File: src/rtl/freq_gate_counter.sv
// freq_gate_counter: counts synchronised sig_in rising edges over a GATE_CYCLES clk window.
// Define FREQ_GATE_CONT_EN for continuous back-to-back windows; start is then ignored.
module freq_gate_counter #(
    parameter int unsigned GATE_CYCLES = 1000000,
    parameter int          CNT_W       = 32
) (
    input  logic             clk,
    input  logic             rst,
    input  logic             sig_in,
    input  logic             start,
    output logic             busy,
    output logic             done,
    output logic [CNT_W-1:0] freq_cnt,
    output logic             overflow
);
    localparam int GW = $clog2(GATE_CYCLES);
    localparam logic [GW-1:0] LOAD = GW'(GATE_CYCLES - 1);
    typedef enum logic [1:0] {IDLE, GATE, DONE} state_t;
    state_t state, state_d;
    logic [GW-1:0] gate_cnt, gate_d;
    logic [CNT_W-1:0] edge_cnt, edge_d;
    logic [2:0] sync;
    logic ovf, ovf_d, go, rise, last;
`ifdef FREQ_GATE_CONT_EN
    logic unused_start;
    assign unused_start = start;
    assign go = 1'b1;
`else
    assign go = start;
`endif
    assign rise = sync[1] & ~sync[2];
    assign busy = state == GATE;
    assign done = state == DONE;
    always_ff @(posedge clk or posedge rst)
        if (rst) sync <= '0;
        else sync <= {sync[1:0], sig_in};
    always_comb begin
        state_d = state;
        gate_d = gate_cnt;
        edge_d = edge_cnt;
        ovf_d = ovf;
        last = 1'b0;
        case (state)
            IDLE: if (go) begin
                state_d = GATE;
                gate_d = LOAD;
                edge_d = '0;
                ovf_d = 1'b0;
            end
            GATE: begin
                gate_d = gate_cnt - 1'b1;
                if (rise) begin
                    if (&edge_cnt) ovf_d = 1'b1;
                    else edge_d = edge_cnt + 1'b1;
                end
                if (gate_cnt == '0) begin
                    state_d = DONE;
                    last = 1'b1;
                end
            end
            DONE: begin
`ifdef FREQ_GATE_CONT_EN
                state_d = GATE;
                gate_d = LOAD;
                edge_d = '0;
                ovf_d = 1'b0;
`else
                state_d = IDLE;
`endif
            end
            default: state_d = IDLE;
        endcase
    end
    // results latch on the edge into DONE so they coincide with the done strobe
    always_ff @(posedge clk or posedge rst)
        if (rst) begin
            state <= IDLE;
            gate_cnt <= '0;
            edge_cnt <= '0;
            ovf <= 1'b0;
            freq_cnt <= '0;
            overflow <= 1'b0;
        end else begin
            state <= state_d;
            gate_cnt <= gate_d;
            edge_cnt <= edge_d;
            ovf <= ovf_d;
            if (last) begin
                freq_cnt <= edge_d;
                overflow <= ovf_d;
            end
        end
endmodule

File: config.mk
export PLATFORM = sky130hd
export DESIGN_NAME = freq_gate_counter
export DESIGN_NICKNAME = d
export VERILOG_FILES = /design/src/rtl/freq_gate_counter.sv
export SDC_FILE = /design/constraint.sdc
export NUM_CORES = 1
export LEC_CHECK = 0
export BUFFER_PORTS_ARGS = -buffer_cell sky130_fd_sc_hd__buf_4
export CORE_ASPECT_RATIO = 2
export CORE_MARGIN = 5
export CORE_UTILIZATION = 55
export CTS_BUF_LIST = sky130_fd_sc_hd__clkbuf_8
export DETAILED_ROUTE_END_ITERATION = 8
export PLACE_DENSITY_LB_ADDON = 0.25
export SLEW_MARGIN = 40
export SYNTH_ARGS = -nofsm -noshare
export SYNTH_HDL_FRONTEND = slang
export SYNTH_SLANG_ARGS = --single-unit
File: constraint.sdc
create_clock -name clk -period 7.7 [get_ports clk]
set_input_delay 2.31 -clock clk [delete_from_list [all_inputs] [get_ports clk]]
set_output_delay 2.31 -clock clk [all_outputs]
set_load 0.01 [all_outputs]
Yosys cells after proc, flatten, opt, wreduce, memory -nomap -nowiden
Cells that the tools add are included.
- reductions and logical operators: 6
- add/subtract/negate cells: 2
- bitwise gates (word level): 2
- equal/unequal tests: 4
- multiplexer cells: 15
- operators with widths (cell ; number):
    two-way mux 32 bit ; 3
    case mux 32 bit (2 select lines) ; 1
    case mux 20 bit (2 select lines) ; 1
    adder 32 x 1 -> 32 bit (second input constant) ; 1
    AND reduction 32 bit ; 1
    zero test 20 bit ; 1
    two-way mux 20 bit ; 1
    subtractor 20 x 1 -> 20 bit (second input constant) ; 1
    two-way mux 1 bit ; 5
    two-way mux 2 bit ; 2
    case mux 2 bit (2 select lines) ; 1
    AND reduction 2 bit ; 2
    equality test 2 x 1 -> 1 bit (second input constant) ; 1
    equality test 2 bit (second input constant) ; 1
    zero test 2 bit ; 1
    != test 2 x 1 -> 1 bit (second input constant) ; 1
    != test 2 bit (second input constant) ; 1
    case mux 1 bit (2 select lines) ; 1
    nonzero test 2 bit ; 1
    AND 1 bit ; 1
    NOT 1 bit ; 1
- flip-flop bits (word level): 91
- word-level logic and storage cells: 36
- output and inout port bits: 35

Logic depth before layout (Yosys ltp)
- depth after elaboration: 4
- depth in mapped cells: 8
- mapped depth without buffers: 7

Worst setup path after synthesis
OpenSTA, ideal clock, no wires.
- path kind: input -> register
- from: in start
- to: reg freq_cnt[7]
- data arrival time: 3600 ps
- data required time: 7572 ps
- stages: 6
- path slack: 3972 ps
- library setup time: 128 ps
- cells stage by stage: or3b_2 clkbuf_1 clkbuf_1 o311ai_0 o31ai_1 mux2_1
- word-level cells in the longest chain between the ends: 2
- RTL lines (element ; line ; source):
    start, declared ; 10 ; input logic start,
    two-way mux 32 bit ; 44 ; IDLE: if (go) begin
    case mux 32 bit (2 select lines) ; 43 ; case (state)
    net edge_d[7] ; 21 ; logic [CNT_W-1:0] edge_cnt, edge_d;
    end signal, assigned ; 89 ; freq_cnt <= edge_d;
    end, declared ; 13 ; output logic [CNT_W-1:0] freq_cnt,
The timed path passes the listed nets, and every way through them passes these cells.
A chain may end at the register's enable or synchronous reset.

Worst setup path in the final report
- from: reg state[0]
- to: out busy
- word-level cells in the longest chain between the ends: 1
- RTL lines (element ; line ; source):
    start, declared ; 19 ; state_t state, state_d;
    start signal, assigned ; 84 ; state <= state_d;
    equality test 2 x 1 -> 1 bit ; 32 ; assign busy = state == GATE;
    end, declared ; 11 ; output logic busy,
Every way passes these cells.

==> out/summary.log <==
INFO  worst_hold_path hold_path.startpoint=sync[0]
INFO  pwr            power_density_over_the_cells=224nW/um^2
INFO  route          vias_after_detailed_routing=3090
INFO  floorplanning  dieArea=9760um^2
INFO  worst_setup_path critPathArrivalTime=1.46ns
INFO  placed_design  cell_total_after_placement=501
INFO  cts            total_clock_buffers_created_by_cts=9
INFO  route          wl_per_cell=17.8um
INFO  worst_setup_path crit_path_end_kind=output port
INFO  run_status     run_status=finished clean
INFO  floorplanning  floorplan.initialDensity=56.4%
INFO  sta            clock_skew=0.00899ns
INFO  sta            rsz0062_at_grt=no
INFO  final_layout   n_antenna_cell=0
INFO  floorplanning  placement_row_count=45
INFO  global_route   grt_max_degree=72
INFO  synthesis      post_synth_num_cell_types=52
INFO  route          total_length_of_routed_wires=9.21mm
INFO  final_layout   flow.area_growth_from_synthesis=13.5%
INFO  sta            maxSlewHeadroom=56.7%
INFO  pwr            max-vdd-ir-drop=0.184mV
INFO  global_route   first_global_vias=3194
INFO  worst_hold_path hold_depth=0
INFO  cts            post_cts_hold_buffer_count=0
INFO  route          dr.pass1.iters=4
INFO  route          drt-initial-drc-count=186
INFO  final_layout   fillCellCount=628
INFO  route          vias_per_cell=5.99
INFO  sta            final_period_minus_worst_setup_slack=3.77ns
INFO  synthesis      seq_area_frac_synth=53.1%
INFO  final_layout   finalNonFillerCells=516
INFO  sta            timing.final.crit_share=49.0%
INFO  sta            finalSetupViolCount=0
INFO  run            cap_viol_max_count=0
INFO  floorplanning  core_region_area=7600um^2
INFO  cts            worst_setup_hold_path_clk_slew=0.09ns
INFO  worst_setup_path rrSetupSlack=4.56ns
INFO  synthesis      synth_seq_cells=91
INFO  route          drcViolationCount=0
INFO  pwr            lkg_pwr=0.00216uW
INFO  cts            worstSkewPairLatency=0.37ns
INFO  global_route   grtUsageTotal=20.5%
INFO  global_route   antenna_violations_before_repair=0
INFO  cts            postCtsSetupBuffers=0
INFO  pwr            post_route_total_power=1090uW
INFO  floorplanning  fp.dieH=135um
INFO  final_layout   fraction_of_final_layout_cells_sized_beyond_drive_strength_1=21.3%
INFO  cts            ctsLongestPathBuffers=2
INFO  cts            cts_htree_levels=3
INFO  synthesis      synthesis.area_per_instance=11.3um^2
INFO  worst_hold_path terminating_pin_of_the_worst_hold_path=sync[1]
INFO  synthesis      netlist_instances=380
INFO  worst_setup_path worst-path-max-fanout=8
INFO  sta            final_hold_viol_count=0
INFO  sta            setup-tns-final=0ns
INFO  sta            final_max_slew_viol_count=0
INFO  floorplanning  die_width=72.4um
INFO  worst_setup_path rr_worst_depth=6
INFO  cts            postCtsResizedCells=0
INFO  final_layout   final_common_cell=sky130_fd_sc_hd__dfrtp_1
INFO  sta            max_freq=0.265GHz
INFO  floorplanning  io_pins=39
INFO  cts            clock_sinks=91
INFO  final_layout   post_route_utilization=64.0%
INFO  worst_setup_path criticalPathCategory=reg -> out
INFO  worst_setup_path critical_path_rt=5.39ns
INFO  synthesis      yosysWarningCount=0
INFO  placed_design  gp_routability_congestion=0.788
INFO  synthesis      mappedNetlistNets=387
INFO  global_route   gr-total-overflow=0
INFO  synthesis      mappedNetlistArea=4290um^2
INFO  synthesis      synth_async_sr_flop_share=100%
INFO  global_route   grt_pass1_wl=15.4mm
INFO  worst_setup_path crit-reg2reg-launch=gate_cnt[6]
INFO  final_layout   most_frequent_cells_in_the_layout=91 x sky130_fd_sc_hd__dfrtp_1, 54 x sky130_fd_sc_hd__nand2_1, 42 x sky130_fd_sc_hd__buf_4
INFO  synthesis      synth-main-ff-cell=sky130_fd_sc_hd__dfrtp_1
INFO  synthesis      synth_edf_count=0
INFO  placed_design  port_buffer_count=38
INFO  worst_setup_path r2r-end=freq_cnt[4]
INFO  worst_hold_path hp-class=reg -> reg
INFO  placed_design  dp.final_hpwl=6.38mm
INFO  worst_setup_path setup.worst_path.start_class=flip-flop
INFO  final_layout   layout.nets=425
INFO  route          drtAntennaViolNets=0
INFO  sta            timing_worst_slew_pin_value=0.647ns
INFO  cts            clock_tree.root_cell=sky130_fd_sc_hd__clkbuf_8
INFO  cts            tritoncts=yes
[kinds of logic (layout without fill, tap and decap cells)]
kind of cell	Yosys count	count (layout)	share of synthesized area (%)
DFF	91	91	53.1
adders and majority gates	3	3	0.876
AOI/OAI and AO/OA	46	46	7.53
muxes	45	45	13.1
buffers and inverters	19	61	2.39
and+or+nand+nor	168	168	21.4
xor gates and xnor gates	8	8	1.64
[metrics by stage]
step	worst slack [ns]	cell area [um^2]	hold slack [ns]
6_report	3.93	4870	0.364
3_5_place_dp	3.79	4650	0.348
4_1_cts	3.91	4870	0.368
5_1_grt	3.80	4870	0.372
3_3_place_gp	3.84	4640	0.334
2_1_floorplan	3.03	4290	0.331
[layer usage]
layer	GRT usage (%)	vias to the layer above	share of wire, %
met1	22.7	1535	38
met5	0	-	0
met2	36.3	62	54
met4	10.9	0	3.6
met3	3.65	24	3.7
li1	-	1469	-
[worst max path at each step]
stage          depth (start not counted)           to  slack, ns  startpoint
2_1_floorplan                          1  edge_cnt[0]       3.03         rst
3_3_place_gp                           6  freq_cnt[7]       3.84       start
3_5_place_dp                           6  freq_cnt[7]       3.79       start
4_1_cts                                2         busy       3.91    state[1]
5_1_grt                                2         busy       3.80    state[0]
6_report                               2         busy       3.93    state[0]
[cells in the mapped netlist, drive strengths merged (3+ instances only)]
library cell	count	area share, %
a31oi	5	0.73
and3	5	0.73
buf	6	1.3
clkbuf	10	0.88
dfrtp	91	53
ha	3	0.88
inv	3	0.26
mux2	27	8.8
mux2i	18	4.2
nand2	54	4.7
nand3	26	3.0
nand4	10	1.5
nor2	23	2.0
nor2b	3	0.44
nor3	10	1.2
nor4	9	2.0
o211ai	6	1.1
o21ai	11	1.3
o311ai	8	1.6
o31ai	7	1.2
o41ai	3	0.61
or2	5	0.73
or4	7	1.3
xnor2	7	1.4
[critical path: stages, from the launching register on]
cell and delay (ns):
sky130_fd_sc_hd__dfrtp_1 0.48, sky130_fd_sc_hd__nor2b_1 0.41, sky130_fd_sc_hd__buf_4 0.20
[registers in the layout, summed over array words and instances, names as in the netlist]
| signal | flops |
|---|---|
| sync | 3 |
| overflow | 1 |
| ovf | 1 |
| gate_cnt | 20 |
| state | 2 |
| edge_cnt | 32 |
| freq_cnt | 32 |
[cell type report]
type	count	area, um^2	share of cell area (%)
tap	94	118	2.42
sequential	91	2280	46.8
inverter	3	12.5	0.257
multi-input combinational	270	1920	39.4
clock buffer	10	138	2.83
clock inverter	5	77.6	1.59
timing repair buffer	43	327	6.71
[report_power, final]
part	leakage (uW)	switching, uW	internal, uW
Sequential	0.00115	63.6	530
Clock	0.000108	164	189
Combinational	0.000903	83.6	58.8
Power figures use the tool's default switching activity.
